`src/rtl/gpreg_pkg.sv`:
```
// Shared definitions for the general-purpose register bank: write-op encodings,
// register index offsets above the output registers, and the byte-lane merge helper.
package gpreg_pkg;

    // Write operations carried in the upper two address bits
    localparam logic [1:0] OP_WRITE = 2'b00;
    localparam logic [1:0] OP_SET   = 2'b01;
    localparam logic [1:0] OP_CLR   = 2'b10;
    localparam logic [1:0] OP_TGL   = 2'b11;

    // Index offsets relative to N_REGS for the non-output registers
    localparam int IDX_IN   = 0;  // synchronised input word, read-only
    localparam int IDX_STAT = 1;  // rising-edge status, write-one-to-clear
    localparam int IDX_MASK = 2;  // interrupt mask, read/write
    localparam int IDX_NUM_EXTRA = 3;

    // Apply one write operation to a single byte lane
    function automatic logic [7:0] merge_byte(input logic [1:0] op,
                                              input logic [7:0] cur,
                                              input logic [7:0] wd);
        logic [7:0] res;
        case (op)
            OP_SET:  res = cur | wd;
            OP_CLR:  res = cur & ~wd;
            OP_TGL:  res = cur ^ wd;
            default: res = wd;
        endcase
        return res;
    endfunction

endpackage

```
`src/rtl/gpreg_in_sync.sv`:
```
// Multi-flop synchroniser for the asynchronous input word. When GPREG_IRQ_EN is
// defined a history flop follows the chain and a one-cycle rise pulse is produced.
module gpreg_in_sync
    import gpreg_pkg::*;
#(
    parameter int DATA_W      = 32,
    parameter int SYNC_STAGES = 2
) (
    input  logic              clk_i,
    input  logic              rst_ni,
    input  logic [DATA_W-1:0] gp_i,
    output logic [DATA_W-1:0] sync_o
`ifdef GPREG_IRQ_EN
    ,
    output logic [DATA_W-1:0] rise_o
`endif
);

    logic [DATA_W-1:0] sync_q [SYNC_STAGES];

    // Shift the raw input through the synchroniser chain
    // NOTE: sequential state is assigned with <= so every flop samples pre-edge values.
    always_ff @(posedge clk_i or negedge rst_ni) begin
        if (!rst_ni) begin
            for (int s = 0; s < SYNC_STAGES; s++) sync_q[s] <= '0;
        end else begin
            sync_q[0] <= gp_i;
            for (int s = 1; s < SYNC_STAGES; s++) sync_q[s] <= sync_q[s-1];
        end
    end

    assign sync_o = sync_q[SYNC_STAGES-1];

`ifdef GPREG_IRQ_EN
    logic [DATA_W-1:0] hist_q;

    // Remember the previous synchronised word to detect 0->1 transitions
    always_ff @(posedge clk_i or negedge rst_ni) begin
        if (!rst_ni) hist_q <= '0;
        else         hist_q <= sync_o;
    end

    assign rise_o = sync_o & ~hist_q;
`endif

endmodule

```
`src/rtl/gpreg_bank_avmm.sv`:
```
// Avalon-MM general-purpose register bank: N_REGS exported output words with
// write/set/clear/toggle aliases, a synchronised input word and, when the macro
// GPREG_IRQ_EN is defined, rising-edge status, interrupt mask and a level irq.
// Address is {op[1:0], idx[IDX_W-1:0]}; read data appears one cycle after avs_read.
module gpreg_bank_avmm
    import gpreg_pkg::*;
#(
    parameter int                N_REGS      = 4,
    parameter int                DATA_W      = 32,
    parameter int                SYNC_STAGES = 2,
    parameter logic [DATA_W-1:0] RESET_VAL   = '0,
    localparam int               IDX_W       = $clog2(N_REGS + IDX_NUM_EXTRA),
    localparam int               BE_W        = DATA_W / 8
) (
    input  logic                     clk,
    input  logic                     reset_n,
    input  logic [IDX_W+1:0]         avs_address,
    input  logic                     avs_write,
    input  logic [DATA_W-1:0]        avs_writedata,
    input  logic [BE_W-1:0]          avs_byteenable,
    input  logic                     avs_read,
    output logic [DATA_W-1:0]        avs_readdata,
    output logic [N_REGS*DATA_W-1:0] gp_out,
    input  logic [DATA_W-1:0]        gp_in,
    output logic                     irq
);

    localparam logic [IDX_W-1:0] IDX_IN_A = IDX_W'(N_REGS + IDX_IN);

    logic [1:0]        op;
    logic [IDX_W-1:0]  idx;
    logic [DATA_W-1:0] regs_q [N_REGS];
    logic [DATA_W-1:0] regs_d [N_REGS];
    logic [DATA_W-1:0] rdata_q, rdata_d;
    logic [DATA_W-1:0] sync_w;

    assign op  = avs_address[IDX_W +: 2];
    assign idx = avs_address[IDX_W-1:0];

`ifdef GPREG_IRQ_EN
    localparam logic [IDX_W-1:0] IDX_STAT_A = IDX_W'(N_REGS + IDX_STAT);
    localparam logic [IDX_W-1:0] IDX_MASK_A = IDX_W'(N_REGS + IDX_MASK);

    logic [DATA_W-1:0] rise_w, be_mask, w1c;
    logic [DATA_W-1:0] stat_q, stat_d, mask_q, mask_d;
    logic              irq_q;

    gpreg_in_sync #(
        .DATA_W      (DATA_W),
        .SYNC_STAGES (SYNC_STAGES)
    ) u_in_sync (
        .clk_i  (clk),
        .rst_ni (reset_n),
        .gp_i   (gp_in),
        .sync_o (sync_w),
        .rise_o (rise_w)
    );

    // Next status and mask: a coincident rise wins over W1C on the same bit
    always_comb begin
        for (int b = 0; b < BE_W; b++) be_mask[b*8 +: 8] = {8{avs_byteenable[b]}};
        w1c    = (avs_write && idx == IDX_STAT_A) ? (avs_writedata & be_mask) : '0;
        stat_d = (stat_q & ~w1c) | rise_w;
        mask_d = mask_q;
        if (avs_write && idx == IDX_MASK_A) begin
            mask_d = (mask_q & ~be_mask) | (avs_writedata & be_mask);
        end
    end

    // Status, mask and registered interrupt level
    always_ff @(posedge clk or negedge reset_n) begin
        if (!reset_n) begin
            stat_q <= '0;
            mask_q <= '0;
            irq_q  <= 1'b0;
        end else begin
            stat_q <= stat_d;
            mask_q <= mask_d;
            irq_q  <= |(stat_q & mask_q);
        end
    end

    assign irq = irq_q;
`else
    gpreg_in_sync #(
        .DATA_W      (DATA_W),
        .SYNC_STAGES (SYNC_STAGES)
    ) u_in_sync (
        .clk_i  (clk),
        .rst_ni (reset_n),
        .gp_i   (gp_in),
        .sync_o (sync_w)
    );

    assign irq = 1'b0;
`endif

    // Output register next state: per-lane merge on the addressed register
    // NOTE: every always_comb output gets a default first so no latch is inferred.
    always_comb begin
        regs_d = regs_q;
        if (avs_write) begin
            for (int k = 0; k < N_REGS; k++) begin
                if (idx == IDX_W'(k)) begin
                    for (int b = 0; b < BE_W; b++) begin
                        if (avs_byteenable[b]) begin
                            regs_d[k][b*8 +: 8] = merge_byte(op, regs_q[k][b*8 +: 8],
                                                             avs_writedata[b*8 +: 8]);
                        end
                    end
                end
            end
        end
    end

    // Output register bank
    // NOTE: the bank is small and must come up at RESET_VAL, so each word is reset explicitly.
    always_ff @(posedge clk or negedge reset_n) begin
        if (!reset_n) begin
            for (int k = 0; k < N_REGS; k++) regs_q[k] <= RESET_VAL;
        end else begin
            regs_q <= regs_d;
        end
    end

    // Read mux over pre-write state; op bits are ignored for reads
    always_comb begin
        rdata_d = '0;
        for (int k = 0; k < N_REGS; k++) begin
            if (idx == IDX_W'(k)) rdata_d = regs_q[k];
        end
        if (idx == IDX_IN_A) rdata_d = sync_w;
`ifdef GPREG_IRQ_EN
        if (idx == IDX_STAT_A) rdata_d = stat_q;
        if (idx == IDX_MASK_A) rdata_d = mask_q;
`endif
    end

    // Read data register: loads on avs_read, holds otherwise
    always_ff @(posedge clk or negedge reset_n) begin
        if (!reset_n)      rdata_q <= '0;
        else if (avs_read) rdata_q <= rdata_d;
    end

    assign avs_readdata = rdata_q;

    for (genvar k = 0; k < N_REGS; k++) begin : g_out
        assign gp_out[k*DATA_W +: DATA_W] = regs_q[k];
    end

endmodule

```
`config.mk`:
```
export PLATFORM = sky130hd
export DESIGN_NAME = gpreg_bank_avmm
export DESIGN_NICKNAME = d
export VERILOG_FILES = /design/src/rtl/gpreg_pkg.sv /design/src/rtl/gpreg_in_sync.sv /design/src/rtl/gpreg_bank_avmm.sv
export SDC_FILE = /design/constraint.sdc
export NUM_CORES = 1
export LEC_CHECK = 0
export CAP_MARGIN = 10
export CORE_ASPECT_RATIO = 0.9
export CORE_MARGIN = 2
export CORE_UTILIZATION = 30
export CTS_BUF_LIST = sky130_fd_sc_hd__clkbuf_4
export DETAILED_ROUTE_END_ITERATION = 8
export MAX_ROUTING_LAYER = met4
export PLACE_DENSITY = 0.54
export SYNTH_ARGS = -nofsm -noshare
export SYNTH_HDL_FRONTEND = slang
export SYNTH_SLANG_ARGS = --single-unit
```
`constraint.sdc`:
```
create_clock -name clk -period 1.39 [get_ports clk]
set_input_delay 0.2085 -clock clk [delete_from_list [all_inputs] [get_ports clk]]
set_output_delay 0.2085 -clock clk [all_outputs]
set_load 0.01 [all_outputs]
```
# After elaboration in Yosys (flattened, before gate mapping)
# Index checks and enable logic that the tools add are counted.
# totals
regBits	224
in_bits	77
output_inout_bits	161
elab_cells	116
# classes
n_eq_ne	7
muxes	21
bitwise_logic	52
n_reduce_logical	17
# op_table
operator	count
$pmux W8 S3	16
$mux W32	5
$and A8 B8 Y8	16
$or A8 B8 Y8	16
$xor A8 B8 Y8	16
$reduce_and A3 Y1	16
$not A8 Y8	4
$eq A3 B2 Y1 const B	2
$eq A2 B2 Y1 const B	2
$eq A3 B1 Y1 const B	1
$eq A3 B3 Y1 const B	1
$logic_not A3 Y1	1
$eq A2 B1 Y1 const B	1

# Logic depth before layout (Yosys ltp)
# Gate-level depths: netlist (run 1).
# logic_depth
word_depth	6
ltp_mapped	6
depth_no_buf	5

# Hierarchy
# A second synthesis (run 1) with hierarchy kept.
# unflattened
cells_unflattened	1314
hier_area_um2	16338.2
# modules_own_cells
mod	instances	cells_each	area_each_um2	seq_area_each_um2
gpreg_bank_avmm	1	1218	14496.4	4003.8
gpreg_in_sync	1	96	1841.8	1601.5

# Worst setup path after synthesis (run 1)
# No wires, ideal clock.
# synth_path
path_kind	reg-to-reg
start	register regs_q (netlist bit gp_out[54])
end	register regs_q (netlist bit gp_out[54])
setup_ns	0.125
t_arrival_ns	1.430
required_ns	1.265
setup_slack_ns	-0.165
path_stages_with_launch	5
n_path_buf	0
synth_period_minus_slack_ns	1.555
path_cell_list	dfrtp_1 > inv_1 > ha_1 > mux4_2 > mux2_2
# synth_via
elab_chain_len	2
word_cells_on_any_way	4
classes_between	mux: 1; bitwise: 3
# synth_lines
item	line	rtl
start: declaration	gpreg_bank_avmm.sv:32	logic [DATA_W-1:0] regs_q [N_REGS];
start signal: assignment	gpreg_bank_avmm.sv:122	regs_q <= regs_d;
$xor A8 B8 Y8, or another cell as far along	gpreg_pkg.sv:25	OP_TGL: res = cur ^ wd;
$pmux W8 S3 *	gpreg_pkg.sv:22	case (op)
# Mark *: on every way between the ends. The rest lies on a longest branch, timed or not.
# A chain may end at the register's enable or synchronous reset.

# Final worst setup path (run 1)
# layout_path
start	register regs_q (netlist bit gp_out[85])
end	output gp_out[85]
# layout_rtl
item	line	rtl
end: declaration	gpreg_bank_avmm.sv:23	output logic [N_REGS*DATA_W-1:0] gp_out,
# No word-level cell between the ends.

==> impl_metrics.tcl, run 1 <==
set metrics [dict create \
    synth-async-reset-ratio_pct 100 \
    root_buffer "clkbuf_4" \
    grt_overflow 0 \
    worstPathMaxFanout 2 \
    setup.worst_path.start_class "flop" \
    grt_max_degree 47 \
    dpl.hpwl_um 35800 \
    setup_viol 292 \
    die_w_um 248 \
    synth_flop_cell "dfrtp_1" \
    final_layout_size_suffix_gt1_share_pct 64.9 \
    io_pins 238 \
    cp-end-kind "output port" \
    stdcell_count 2871 \
    slew_headroom_pct 45.7 \
    cp.arrival_ns 1.56 \
    ys_ff_latch 224 \
    numPortBuffers 236 \
    netlist_area_um2 16100 \
    rsz0062_at_grt "true" \
    total_leakage_power_nw 13.2 \
    routed_wl_um 57600 \
    tightest_slew_ns 0.812 \
    synth.distinct_cells 32 \
    maxCapViolCount 0 \
    drt-initial-drc-count 587 \
    grt_antenna_before_repair 3 \
    drcViolationCount 0 \
    status "complete, but fails checks" \
    numCtsBuffers 74 \
    synth-edff-count 0 \
    fill_cells 4441 \
    place_inst 2479 \
    failed_checks "negative setup slack" \
    initial_core_util_pct 30.4 \
    worst_ep_required_time_ns 1.18 \
    yosysSeqAreaShare_pct 34.8 \
    skew_ns 0.0599 \
    clockBufferDepth 3 \
    fp.dieH_um 224 \
    syn_avg_cell_area_um2 12.5 \
    yosysWarnings 0 \
    synth_cells 1285 \
    p_total_mw 41.9 \
    utilization_pct 54.4 \
    path_clk_slew_ns 0.07 \
    wl_per_cell_um 20.1 \
    final_common_cell "buf_6" \
    post-route-period-util_pct 127 \
    final_cell_mix "421 x buf_6, 223 x dfrtp_1, 208 x buf_4" \
    final_nets 2453 \
    via_per_inst 4.73 \
    setup_slack_ns -0.376 \
    gp_routability_congestion 0.759 \
    syn_to_final_growth_pct 79.0 \
    powerDensity_nw_per_um2 1450 \
    track_usage_pct 21.3 \
    hold_viol 0 \
    first_pass_iters 5 \
    final_cell_area_um2 28800 \
    htreeDepth 3 \
    path_class "flop to output port" \
    fmax_ghz 0.566 \
    fp.coreArea_um2 53100 \
    design.die.area_um2 55600 \
    postRouteAntennaNets 0 \
    placementRows 80 \
    ir_drop_mv 0.820 \
    cts_sinks 224 \
    grt_pass1_vias 14800 \
    syn_nets 1618 \
    grt_pass1_wl_um 86900 \
    fin_crit_ns 1.77 \
    vias 13600 \
    clock_latency_ns 0.83 \
    hp-class "primary input to flop" \
    maxSlewViolCount 0 \
    placed_cell_area_um2 22000 \
    fin_hold_ws_ns 0.147 \
    cts_tree "done" \
]
Yosys cell counts (4+ instances only):
library cell	number	area [µm²]
nand2_1	28	105
buf_2	20	100
buf_1	4	15.0
inv_1	290	1090
ha_1	256	3200
mux4_2	129	2910
a31oi_1	32	200
nor2_2	8	50.1
nor3_4	4	65.1
nor2_4	5	56.3
nand3b_2	4	45.0
buf_6	12	135
dfrtp_1	224	5610
o22ai_1	27	169
buf_4	7	52.6
nor2b_1	7	43.8
a32oi_1	27	236
clkbuf_1	16	60.1
a22oi_1	4	30.0
mux2_2	161	1810
o21ai_0	4	20.0
state kept, by name, indices dropped and copies added, names as in the netlist:
| register | flops |
|---|---|
| avs_readdata | 32 |
| gp_out | 128 |
| u_in_sync.sync_o | 32 |
| u_in_sync.sync_q | 32 |
logic make-up (layout without fill, tap and decap cells):
group                    after synthesis  in the layout  share of synthesized area (%)
AO/OA/AOI/OAI                         99             99                           4.32
adder cells (fa/ha/maj)              256            256                           19.9
buffers and inverters                350           1234                           9.03
flip-flops                           224            224                           34.8
multiplexers                         292            292                           29.4
other                                  1              6                         0.0233
AND/OR/NAND/NOR                       63             63                           2.55
final timing paths:
| check | slack [ns] | endpoint | startpoint | cells after the start |
|---|---|---|---|---|
| max reg2reg | -0.37 | gp_out[85] | gp_out[85] | 6 |
| min reg2reg | 0.35 | u_in_sync.sync_o[16] | u_in_sync.sync_q[48] | 0 |
| min in group asynchronous | 0.62 | gp_out[17] | reset_n | 3 |
| min | 0.15 | gp_out[19] | avs_address[0] | 5 |
| max in group asynchronous | 0.23 | gp_out[109] | reset_n | 4 |
| max | -0.38 | gp_out[85] | gp_out[85] | 3 |
cell type report:
class,instances,area (µm²),area share [%]
antenna,5,12.5,0.0434
clock buffer,107,803,2.79
clock inverter,18,174,0.603
inverter,291,1390,4.82
multi-input combinational,711,11400,39.6
sequential,224,5610,19.4
tap,697,872,3.02
timing repair buffer,818,8560,29.7
report_power, final:
group,switching [mW],leakage (nW),internal [mW],total [mW]
clock,3.40,0.573,4.23,7.63
sequential,1.48,2.73,8.07,9.56
combinational,9.29,9.93,15.4,24.7
total,14.2,13.2,27.7,41.9
repair_timing:
action | CTS | global route
resized for setup | 1465 | 174
gates cloned | 0 | 0
setup buffers | 194 | 50
pin swaps | 65 | 108
hold buffers | 39 | 3
endpoints found under the setup margin | 289 | 359
hold endpoints to repair | 288 | 5
metal layers:
| layer | part of all wire, % | wire length, µm | track usage, % | vias up |
|---|---|---|---|---|
| met2 | 48 | 27900 | 33.7 | 304 |
| met3 | 4.4 | 2530 | 4.01 | 98 |
| li1 | - | - | - | 6229 |
| met1 | 45 | 25700 | 27.4 | 6947 |
| met5 | 0 | 0 | - | - |
| met4 | 2.7 | 1540 | 6.84 | 0 |
worst max-delay path, cell delays in order, from the launching register on:
cell and delay [ns]:
dfrtp_1 0.40, buf_6 0.13, buf_6 0.10, buf_6 0.11
stage by stage:
stage               setup WS, ns  TNS [ns]
finish                    -0.376    -67.43
global route              -0.502    -91.52
CTS                       -0.489    -83.92
detailed placement        -0.739    -98.67
global placement          -0.670    -94.14
floorplan                 -0.165    -20.80
(Power assumes the default switching activity.)
==> inputs of run 2 (changes only) <==
- CTS_BUF_LIST: sky130_fd_sc_hd__clkbuf_4 -> sky130_fd_sc_hd__clkbuf_16
- GPL_TIMING_DRIVEN: not set -> 0
==> run 2 against run 1 <==
The flow still finishes with violations (negative setup slack). Die area unchanged. Clock power increased by 2%. Global-route usage increased by 0.20 points. Clock skew decreased by 0.038 ns. Final area decreased by 12%. Total power decreased by 11%. Sequential power increased by 2.7%. Largest power group unchanged.
==> impl_metrics.tcl, run 2 (synthesis results as in run 1) <==
set metrics [dict create \
    status "complete, but fails checks" \
    failed_checks "negative setup slack" \
    cp.arrival_ns 2.10 \
    numPortBuffers 233 \
    drt-initial-drc-count 492 \
    powerDensity_nw_per_um2 1480 \
    grt_max_degree 92 \
    postRouteAntennaNets 0 \
    first_pass_iters 5 \
    wl_per_cell_um 22.7 \
    hold_path_depth 1 \
    grt_pass1_vias 13400 \
    vias 12700 \
    path_cells "buf_6 -> inv_4 -> ha_4 -> mux4_2 -> mux2_4" \
    final_cell_mix "283 x buf_6, 187 x inv_1, 180 x dfrtp_1" \
    crit_buf_inv 2 \
    path_depth 5 \
    ir_drop_mv 1.08 \
    worst_ep_required_time_ns 1.86 \
    path_clk_slew_ns 0.06 \
    final_nets 2197 \
    slowest_stage "mux4_2" \
    hp-class "primary input to flop" \
    cp-end-kind "flop" \
    multi_input_area_um2 10600 \
    cpLargestDelayFamily "multiplexers" \
    maxSlewViolCount 0 \
    via_per_inst 4.90 \
    numCtsBuffers 30 \
    setup_slack_ns -0.247 \
    regArea_um2 5660 \
    fin_hold_ws_ns 0.0597 \
    routed_wl_um 58800 \
    clock_latency_ns 0.58 \
    syn_to_final_growth_pct 56.9 \
    fmax_ghz 0.611 \
    place_inst 2217 \
    tightest_slew_ns 0.898 \
    wl_met1_um 25100 \
    clockBufferDepth 3 \
    placementRows 80 \
    worstPathMaxFanout 3 \
    final_common_cell "buf_6" \
    path_class "flop to flop" \
    top_layer_used "met4" \
    fill_cells 4723 \
    htreeDepth 1 \
    final_layout_size_suffix_gt1_share_pct 59.5 \
    design.die.area_um2 55600 \
    wl_met2_um 27600 \
    ff2ff_path_depth 5 \
    dpl.hpwl_um 37200 \
    met3_wirelength_um 4180 \
    track_usage_pct 21.5 \
    io_pins 238 \
    grt_pass1_wl_um 85800 \
    drcViolationCount 0 \
    skew_ns 0.0221 \
    root_buffer "clkbuf_16" \
    hold_viol 0 \
    initial_core_util_pct 30.4 \
    total_leakage_power_nw 11.8 \
    cpPeakStageDelay_ns 0.46 \
    fp.dieH_um 224 \
    post-route-period-util_pct 118 \
    fp.coreArea_um2 53100 \
    setup.worst_path.start_class "flop" \
    slew_headroom_pct 40.1 \
    setup_viol 240 \
    die_w_um 248 \
    fin_crit_ns 1.64 \
    grt_antenna_before_repair 5 \
    maxCapViolCount 0 \
    cts_tree "done" \
    gp_routability_congestion 0.785 \
    cts_sinks 224 \
    rsz0062_at_grt "true" \
    stdcell_count 2589 \
    grt_overflow 0 \
    largest_reg_flops 128 \
]
## run 2: repair_timing
item                                   in CTS  in global routing
gates resized for setup                  1149                308
buffers inserted                          251                 80
setup endpoints to repair                 320                281
gates cloned                                0                  1
hold buffers                                1                  0
endpoints found under the hold margin      54                  0
pin swaps                                  48                 43
## run 2: path summary, 6_finish.rpt
kind                                         to            startpoint  slack [ns]
min in group asynchronous  u_in_sync.sync_o[28]               reset_n        0.18
max reg2reg                         gp_out[102]           gp_out[102]       -0.25
max in group asynchronous           gp_out[109]               reset_n        0.30
max                                 gp_out[102]           gp_out[102]       -0.25
min                        u_in_sync.sync_q[61]             gp_in[29]        0.06
min reg2reg                 u_in_sync.sync_o[7]  u_in_sync.sync_q[39]        0.34
## run 2: cell type report
cell class                 instances  area share (%)
clock inverter                    24           0.722
clock buffer                      31            3.07
inverter                         291            4.73
antenna                            5          0.0495
tap                              697            3.45
sequential                       224            22.4
timing repair buffer             548            21.7
multi-input combinational        711            41.9
buffer                            58            2.01
## run 2: layer usage
layer  global-route usage [%]  vias to the layer above
met5                        -                        -
met4                     5.66                        0
met3                     6.03                       97
met2                     33.6                      344
met1                     27.3                     6547
li1                         -                     5686
## run 2: through the flow
| stage | TNS (ns) | utilization (%) | worst slack (ns) | power, mW | instance area [µm²] |
|---|---|---|---|---|---|
| final | -28.26 | 47.7 | -0.247 | 37.5 | 25300 |
| after global routing | -38.22 | 47.7 | -0.280 | 39.8 | 25300 |
| after CTS | -30.53 | 44.5 | -0.227 | 34.6 | 23600 |
| after detailed placement | -163.13 | 36.5 | -1.30 | 21.5 | 19400 |
| after global placement | -2596.29 | 36.4 | -10.90 | 20.8 | 19300 |
| after floorplan | -20.80 | - | -0.165 | 15.7 | 16100 |
## run 2: worst register-to-register path, stage by stage, from the launching register on
cell     delay, ns
dfrtp_2       0.42
buf_6         0.13
inv_4         0.05
ha_4          0.19
mux4_2        0.46
mux2_4        0.27
## run 2: report_power, final
part / switching, mW / total (mW) / internal, mW
clock: 3.21 / 7.75 / 4.54
sequential: 1.66 / 9.82 / 8.16
combinational: 7.75 / 19.9 / 12.1
total: 12.6 / 37.5 / 24.8
